<file path="src/rtl/title_rom_arbiter_if.sv">
// Shared title ROM bus between the sprite fetch units and the ROM arbiter.
// slave = arbiter side, master = requesters plus ROM model.
interface title_rom_arbiter_if #(
  parameter int N_REQ  = 4,
  parameter int ADDR_W = 12,
  parameter int DATA_W = 32
);
  logic [N_REQ-1:0]        req;
  logic [N_REQ*ADDR_W-1:0] req_addr;
  logic [N_REQ-1:0]        gnt;
  logic                    mem_en;
  logic [ADDR_W-1:0]       mem_addr;
  logic [DATA_W-1:0]       mem_data;
  logic [N_REQ-1:0]        rsp_valid;
  logic [DATA_W-1:0]       rsp_data;
  logic                    busy;

  modport slave (
    input  req, req_addr, mem_data,
    output gnt, mem_en, mem_addr,
    output rsp_valid, rsp_data, busy
  );

  modport master (
    output req, req_addr, mem_data,
    input  gnt, mem_en, mem_addr,
    input  rsp_valid, rsp_data, busy
  );
endinterface

</file>
<file path="src/rtl/title_rom_arbiter.sv">
// Round-robin read arbiter for the shared title/sprite block ROM.
// Option: TITLE_ARB_PRIO0_EN gives requester 0 absolute priority.
module title_rom_arbiter #(
  parameter int N_REQ  = 4,
  parameter int ADDR_W = 12,
  parameter int DATA_W = 32,
  parameter int RD_LAT = 2
) (
  input  logic clk_125MHz,
  input  logic reset_n,
  title_rom_arbiter_if.slave bus
);
  localparam int PW = $clog2(N_REQ);

  logic [PW-1:0]     r_rr_ptr;
  logic              r_mem_en;
  logic [ADDR_W-1:0] r_mem_addr;
  logic [RD_LAT:0]   r_vld;
  logic [PW-1:0]     r_id [RD_LAT+1];

  logic              w_found;
  logic              w_upd;
  logic [PW-1:0]     w_sel;
  logic [PW-1:0]     w_nxt;
  logic [PW:0]       w_s;
  logic [ADDR_W-1:0] w_addr;

  // pick the first requester at or after the pointer, wrapping
  always_comb begin
    w_found = 1'b0;
    w_upd   = 1'b0;
    w_sel   = '0;
    w_s     = '0;
    for (int k = 0; k < N_REQ; k++) begin
      w_s = {1'b0, r_rr_ptr} + (PW+1)'(k);
      if (w_s >= (PW+1)'(N_REQ))
        w_s = w_s - (PW+1)'(N_REQ);
      if (!w_found && bus.req[w_s[PW-1:0]]) begin
        w_found = 1'b1;
        w_upd   = 1'b1;
        w_sel   = w_s[PW-1:0];
      end
    end
`ifdef TITLE_ARB_PRIO0_EN
    // scanout path wins outright and leaves the rotation untouched
    if (bus.req[0]) begin
      w_found = 1'b1;
      w_upd   = 1'b0;
      w_sel   = '0;
    end
`else
`endif
    if (!reset_n) begin
      w_found = 1'b0;
      w_upd   = 1'b0;
    end
  end

  // next pointer, address mux and one-hot grant for the winner
  always_comb begin
    w_nxt  = (w_sel == PW'(N_REQ-1)) ? '0 : w_sel + PW'(1);
    w_addr = '0;
    bus.gnt = '0;
    for (int j = 0; j < N_REQ; j++) begin
      if (w_sel == PW'(j))
        w_addr = bus.req_addr[j*ADDR_W +: ADDR_W];
      bus.gnt[j] = w_found && (w_sel == PW'(j));
    end
  end

  // rotate pointer and launch the ROM access on a grant
  always_ff @(posedge clk_125MHz or negedge reset_n) begin
    if (!reset_n) begin
      r_rr_ptr   <= '0;
      r_mem_en   <= 1'b0;
      r_mem_addr <= '0;
    end else begin
      r_mem_en <= w_found;
      if (w_found)
        r_mem_addr <= w_addr;
      if (w_upd)
        r_rr_ptr <= w_nxt;
    end
  end

  // in-flight tracker: stage 0 loads with mem_addr, last stage answers
  always_ff @(posedge clk_125MHz or negedge reset_n) begin
    if (!reset_n) begin
      r_vld <= '0;
      for (int s = 0; s <= RD_LAT; s++)
        r_id[s] <= '0;
    end else begin
      r_vld <= {r_vld[RD_LAT-1:0], w_found};
      r_id[0] <= w_sel;
      for (int s = 1; s <= RD_LAT; s++)
        r_id[s] <= r_id[s-1];
    end
  end

  // tag returning ROM data with its owner
  always_comb begin
    bus.rsp_valid = '0;
    for (int j = 0; j < N_REQ; j++)
      bus.rsp_valid[j] = r_vld[RD_LAT] && (r_id[RD_LAT] == PW'(j));
  end

  assign bus.mem_en   = r_mem_en;
  assign bus.mem_addr = r_mem_addr;
  assign bus.rsp_data = bus.mem_data;
  assign bus.busy     = |r_vld;
endmodule

</file>
<file path="src/flat_wrapper.sv">
// flat-port wrapper written by rule: the top's interface ports become plain ports
module title_rom_arbiter_flat 
#(
  parameter int N_REQ  = 4,
  parameter int ADDR_W = 12,
  parameter int DATA_W = 32,
  parameter int RD_LAT = 2
)
  (clk_125MHz, reset_n, bus_req, bus_req_addr, bus_mem_data, bus_gnt, bus_mem_en, bus_mem_addr, bus_rsp_valid, bus_rsp_data, bus_busy);
  title_rom_arbiter_if #(.N_REQ(N_REQ), .ADDR_W(ADDR_W), .DATA_W(DATA_W)) bus_i ();
  input  logic clk_125MHz;
  input  logic reset_n;
  input wire logic [$bits(bus_i.req)-1:0] bus_req;
  input wire logic [$bits(bus_i.req_addr)-1:0] bus_req_addr;
  input wire logic [$bits(bus_i.mem_data)-1:0] bus_mem_data;
  output wire logic [$bits(bus_i.gnt)-1:0] bus_gnt;
  output wire logic [$bits(bus_i.mem_en)-1:0] bus_mem_en;
  output wire logic [$bits(bus_i.mem_addr)-1:0] bus_mem_addr;
  output wire logic [$bits(bus_i.rsp_valid)-1:0] bus_rsp_valid;
  output wire logic [$bits(bus_i.rsp_data)-1:0] bus_rsp_data;
  output wire logic [$bits(bus_i.busy)-1:0] bus_busy;
  assign bus_i.req = bus_req;
  assign bus_i.req_addr = bus_req_addr;
  assign bus_i.mem_data = bus_mem_data;
  assign bus_gnt = bus_i.gnt;
  assign bus_mem_en = bus_i.mem_en;
  assign bus_mem_addr = bus_i.mem_addr;
  assign bus_rsp_valid = bus_i.rsp_valid;
  assign bus_rsp_data = bus_i.rsp_data;
  assign bus_busy = bus_i.busy;
  title_rom_arbiter #(.N_REQ(N_REQ), .ADDR_W(ADDR_W), .DATA_W(DATA_W), .RD_LAT(RD_LAT)) u_core (.clk_125MHz(clk_125MHz), .reset_n(reset_n), .bus(bus_i));
endmodule
</file>
<file path="config.mk">
export PLATFORM = sky130hd
export DESIGN_NAME = title_rom_arbiter_flat
export DESIGN_NICKNAME = d
export VERILOG_FILES = /design/src/rtl/title_rom_arbiter_if.sv /design/src/rtl/title_rom_arbiter.sv /design/src/flat_wrapper.sv
export SDC_FILE = /design/constraint.sdc
export NUM_CORES = 1
export LEC_CHECK = 0
export ABC_AREA = 0
export CAP_MARGIN = 20
export CORE_ASPECT_RATIO = 0.6
export CORE_MARGIN = 5
export CORE_UTILIZATION = 32
export DETAILED_ROUTE_END_ITERATION = 16
export GPL_ROUTABILITY_DRIVEN = 0
export PLACE_DENSITY = 0.81
export RECOVER_POWER = 100
export SETUP_SLACK_MARGIN = 0.15
export SYNTH_ARGS = -nofsm -noshare
export SYNTH_HDL_FRONTEND = slang
export SYNTH_SLANG_ARGS = --single-unit
</file>
<file path="constraint.sdc">
create_clock -name clk_125MHz -period 2.9 [get_ports clk_125MHz]
set_input_delay 0.58 -clock clk_125MHz [delete_from_list [all_inputs] [get_ports clk_125MHz]]
set_output_delay 0.58 -clock clk_125MHz [all_outputs]
set_load 0.01 [all_outputs]
</file>
==> flow_summary.ini <==
[power]
p_seq_share_pct = 30.5
p_per_area_nw_per_um2 = 750
irDropWorstVdd_mv = 0.326
p_int_mw = 1.09
p_clk_share_pct = 11.3
power_leakage_nw = 1.01
p_sw_uw = 681
total_power_mw = 1.77
p_sw_share_pct = 38.4
combPwrFrac_pct = 58.2

[synth]
synthCells = 184
ys_types = 31
synth.avg_cell_area_um2 = 8.91
synth_edf_count = 0
ys_warn_count = 0
synth_top_area_share_pct = 35.1
yosysTopAreaCell = dfrtp_1
seq_area_frac_synth_pct = 35.1
ys_seq_elements = 23
synth_nets = 274
async_reset_ff_share_pct = 100
synth_area_leaders = dfrtp_1 35%, buf_4 15%, a221o_1 7.3%
synthFlopType = dfrtp_1
netlist_area_um2 = 1640

[final_layout]
mostFrequentLayoutCell = clkdlybuf4s50_1
final-seq-area_um2 = 576
area_growth_pct = 44.4
multi_input_area_um2 = 736
n_antenna_cell = 0
nets = 329
drive_above_1_share_pct = 17.2
fillers = 488
mostFrequentLayoutCells = 48 x clkdlybuf4s50_1, 23 x dfrtp_1, 20 x dlygate4sd3_1

[sta]
rsz0062_at_grt = false
min_period_ns = 2.70
setup_viol_count_final = 0
worst_slew_pin_slew_ns = 1.26
slew_headroom_pct = 15.9
skew_ns = 0.00726
setup_tns_ns = 0
finalMaxSlewViolations = 0
period_share_pct = 93.0
fmax_mhz = 371
hold_viol_final = 0

[min_path]
hold_class = reg2reg

[setup_path]
endpoint_kind = primary output
cp_slowest_cell = dlygate4sd3_1
critPathArrivalTime_ns = 2.12
cp-start-kind = input port
path_buf_inv = 2
cp_cell_sequence = dlygate4sd3_1, o221a_4, o22a_2, ha_1, and2_4, clkbuf_1
max_stage_delay_ns = 0.56
path_class = in2out
crit_family = buffers and inverters
worstPathRequired_ns = 2.32
critPathMaxFanout = 3

[clocking]
cts_tree = built
path_clk_slew_ns = 0.08
cts.htree.levels = 1
cts_buffers = 3
cts.sinks = 23
clk_latency_ns = 0.27
holdBufCountCts = 0
cts_max_path_buffers = 2
root_buffer = clkbuf_8

[route]
drt-pass1-iter-count = 4
drt-wirelength-per-cell_um = 15.4
drcViolationCount = 0
wl_um = 4680
vias_per_cell = 4.82
num_vias = 1464
postRouteAntennaNets = 0
drt_iter0_drc = 70

[grt]
grt_pass1_vias = 1521
track_usage_pct = 14.4
grt_max_degree = 28
grt-ovfl-total = 0
antenna_found_initial = 0
grt_pass1_wl_um = 7500

[die]
initial_core_util_pct = 32.7
fp.coreArea_um2 = 5000
row_count = 20
die_w_um = 102
fp.dieH_um = 65.4
io_pins = 140
die_area_um2 = 6700

[place]
hpwl_um = 3530
portBuffers = 75

[job]
cap_violations = 0

[outcome]
status = complete, no violations
-- cell families after synthesis --
kind of cell | Yosys count | synth area share, %
AO/OA/AOI/OAI | 46 | 21.1
adder cells (fa/ha/maj) | 4 | 3.05
AND/OR/NAND/NOR | 51 | 17.0
flip-flops | 23 | 35.1
multiplexers | 1 | 0.916
buffers and inverters | 59 | 22.8
-- stage by stage --
stage | utilization, % | worst slack (ns) | cell area, um^2 | hold WS, ns | cells
4_1_cts | 47.2 | 0.0940 | 2360 | 0.364 | 301
3_5_place_dp | 45.0 | -0.322 | 2250 | 0.340 | 294
3_3_place_gp | 45.0 | -0.220 | 2250 | 0.339 | 294
6_report | 47.3 | 0.204 | 2370 | 0.361 | 304
5_1_grt | 47.3 | 0.157 | 2370 | 0.365 | 304
2_1_floorplan | - | 0.394 | 1640 | 0.284 | 184
-- final timing paths --
| kind | startpoint | endpoint | slack, ns | cells past startpoint |
|---|---|---|---|---|
| max reg2reg | u_core.r_rr_ptr[1] | u_core.bus.mem_addr[0] | 0.53 | 9 |
| max | bus_req[3] | bus_gnt[3] | 0.20 | 6 |
| min | u_core.r_id[3] | u_core.r_id[1] | 0.36 | 0 |
| max in group asynchronous | reset_n | u_core.r_id[0] | 0.98 | 2 |
| min reg2reg | u_core.r_id[3] | u_core.r_id[1] | 0.36 | 0 |
| min in group asynchronous | reset_n | u_core.bus.mem_addr[10] | 1.17 | 2 |
-- power by group through the flow --
stage | sequential [mW] | combinational (mW) | clock, mW
after global routing | 0.565 | 1.13 | 0.214
after global placement | 0.531 | 0.984 | 0
after detailed placement | 0.538 | 1.01 | 0
after floorplan | 0.563 | 0.566 | 0
after CTS | 0.543 | 1.05 | 0.206
final | 0.541 | 1.03 | 0.200
-- synth_stat cells, drive strengths merged, types with 4 or more instances --
library cell  instances
buf                  40
dfrtp                23
inv                  15
nand2                14
nor2                 14
a21oi                13
a221o                12
a31oi                12
nand3b               12
and2                  4
clkbuf                4
ha                    4
-- worst register-to-register path: stages (launching register included) --
cell and delay [ns]:
dfrtp_1 0.48, a21o_2 0.25, a21oi_4 0.16, o22a_1 0.17
clkbuf_4 0.15, ha_2 0.17, buf_4 0.26, a21oi_1 0.07
a221o_1 0.39, a31oi_1 0.19
-- flip-flops by register name, indices dropped and copies added (netlist names) --
register             cells
u_core.r_id              6
u_core.r_rr_ptr          2
u_core.r_vld             3
u_core.bus.mem_addr     12
-- final cells by class --
type | instances | area share [%]
Sequential cell | 23 | 24.3
Multi-Input combinational cell | 102 | 31.1
Tap cell | 66 | 3.49
Timing Repair Buffer | 94 | 36.8
Clock inverter | 1 | 0.212
Clock buffer | 3 | 1.75
Inverter | 15 | 2.38
-- layer usage --
metal | vias to the layer above | GRT usage [%] | routed length, um | share of wire (%)
met5 | - | 0 | 0 | 0
met4 | 0 | 3.44 | 44 | 0.94
met3 | 4 | 4.14 | 376 | 8.0
met2 | 69 | 23.8 | 2270 | 49
met1 | 680 | 18.7 | 1980 | 42
li1 | 711 | - | - | -
-- repair_timing --
action,4_1_cts,5_1_grt
pin swaps,4,4
gates resized for setup,21,10
buffers inserted,3,3
setup endpoints to repair,4,11
Power figures use the tool's default switching activity.
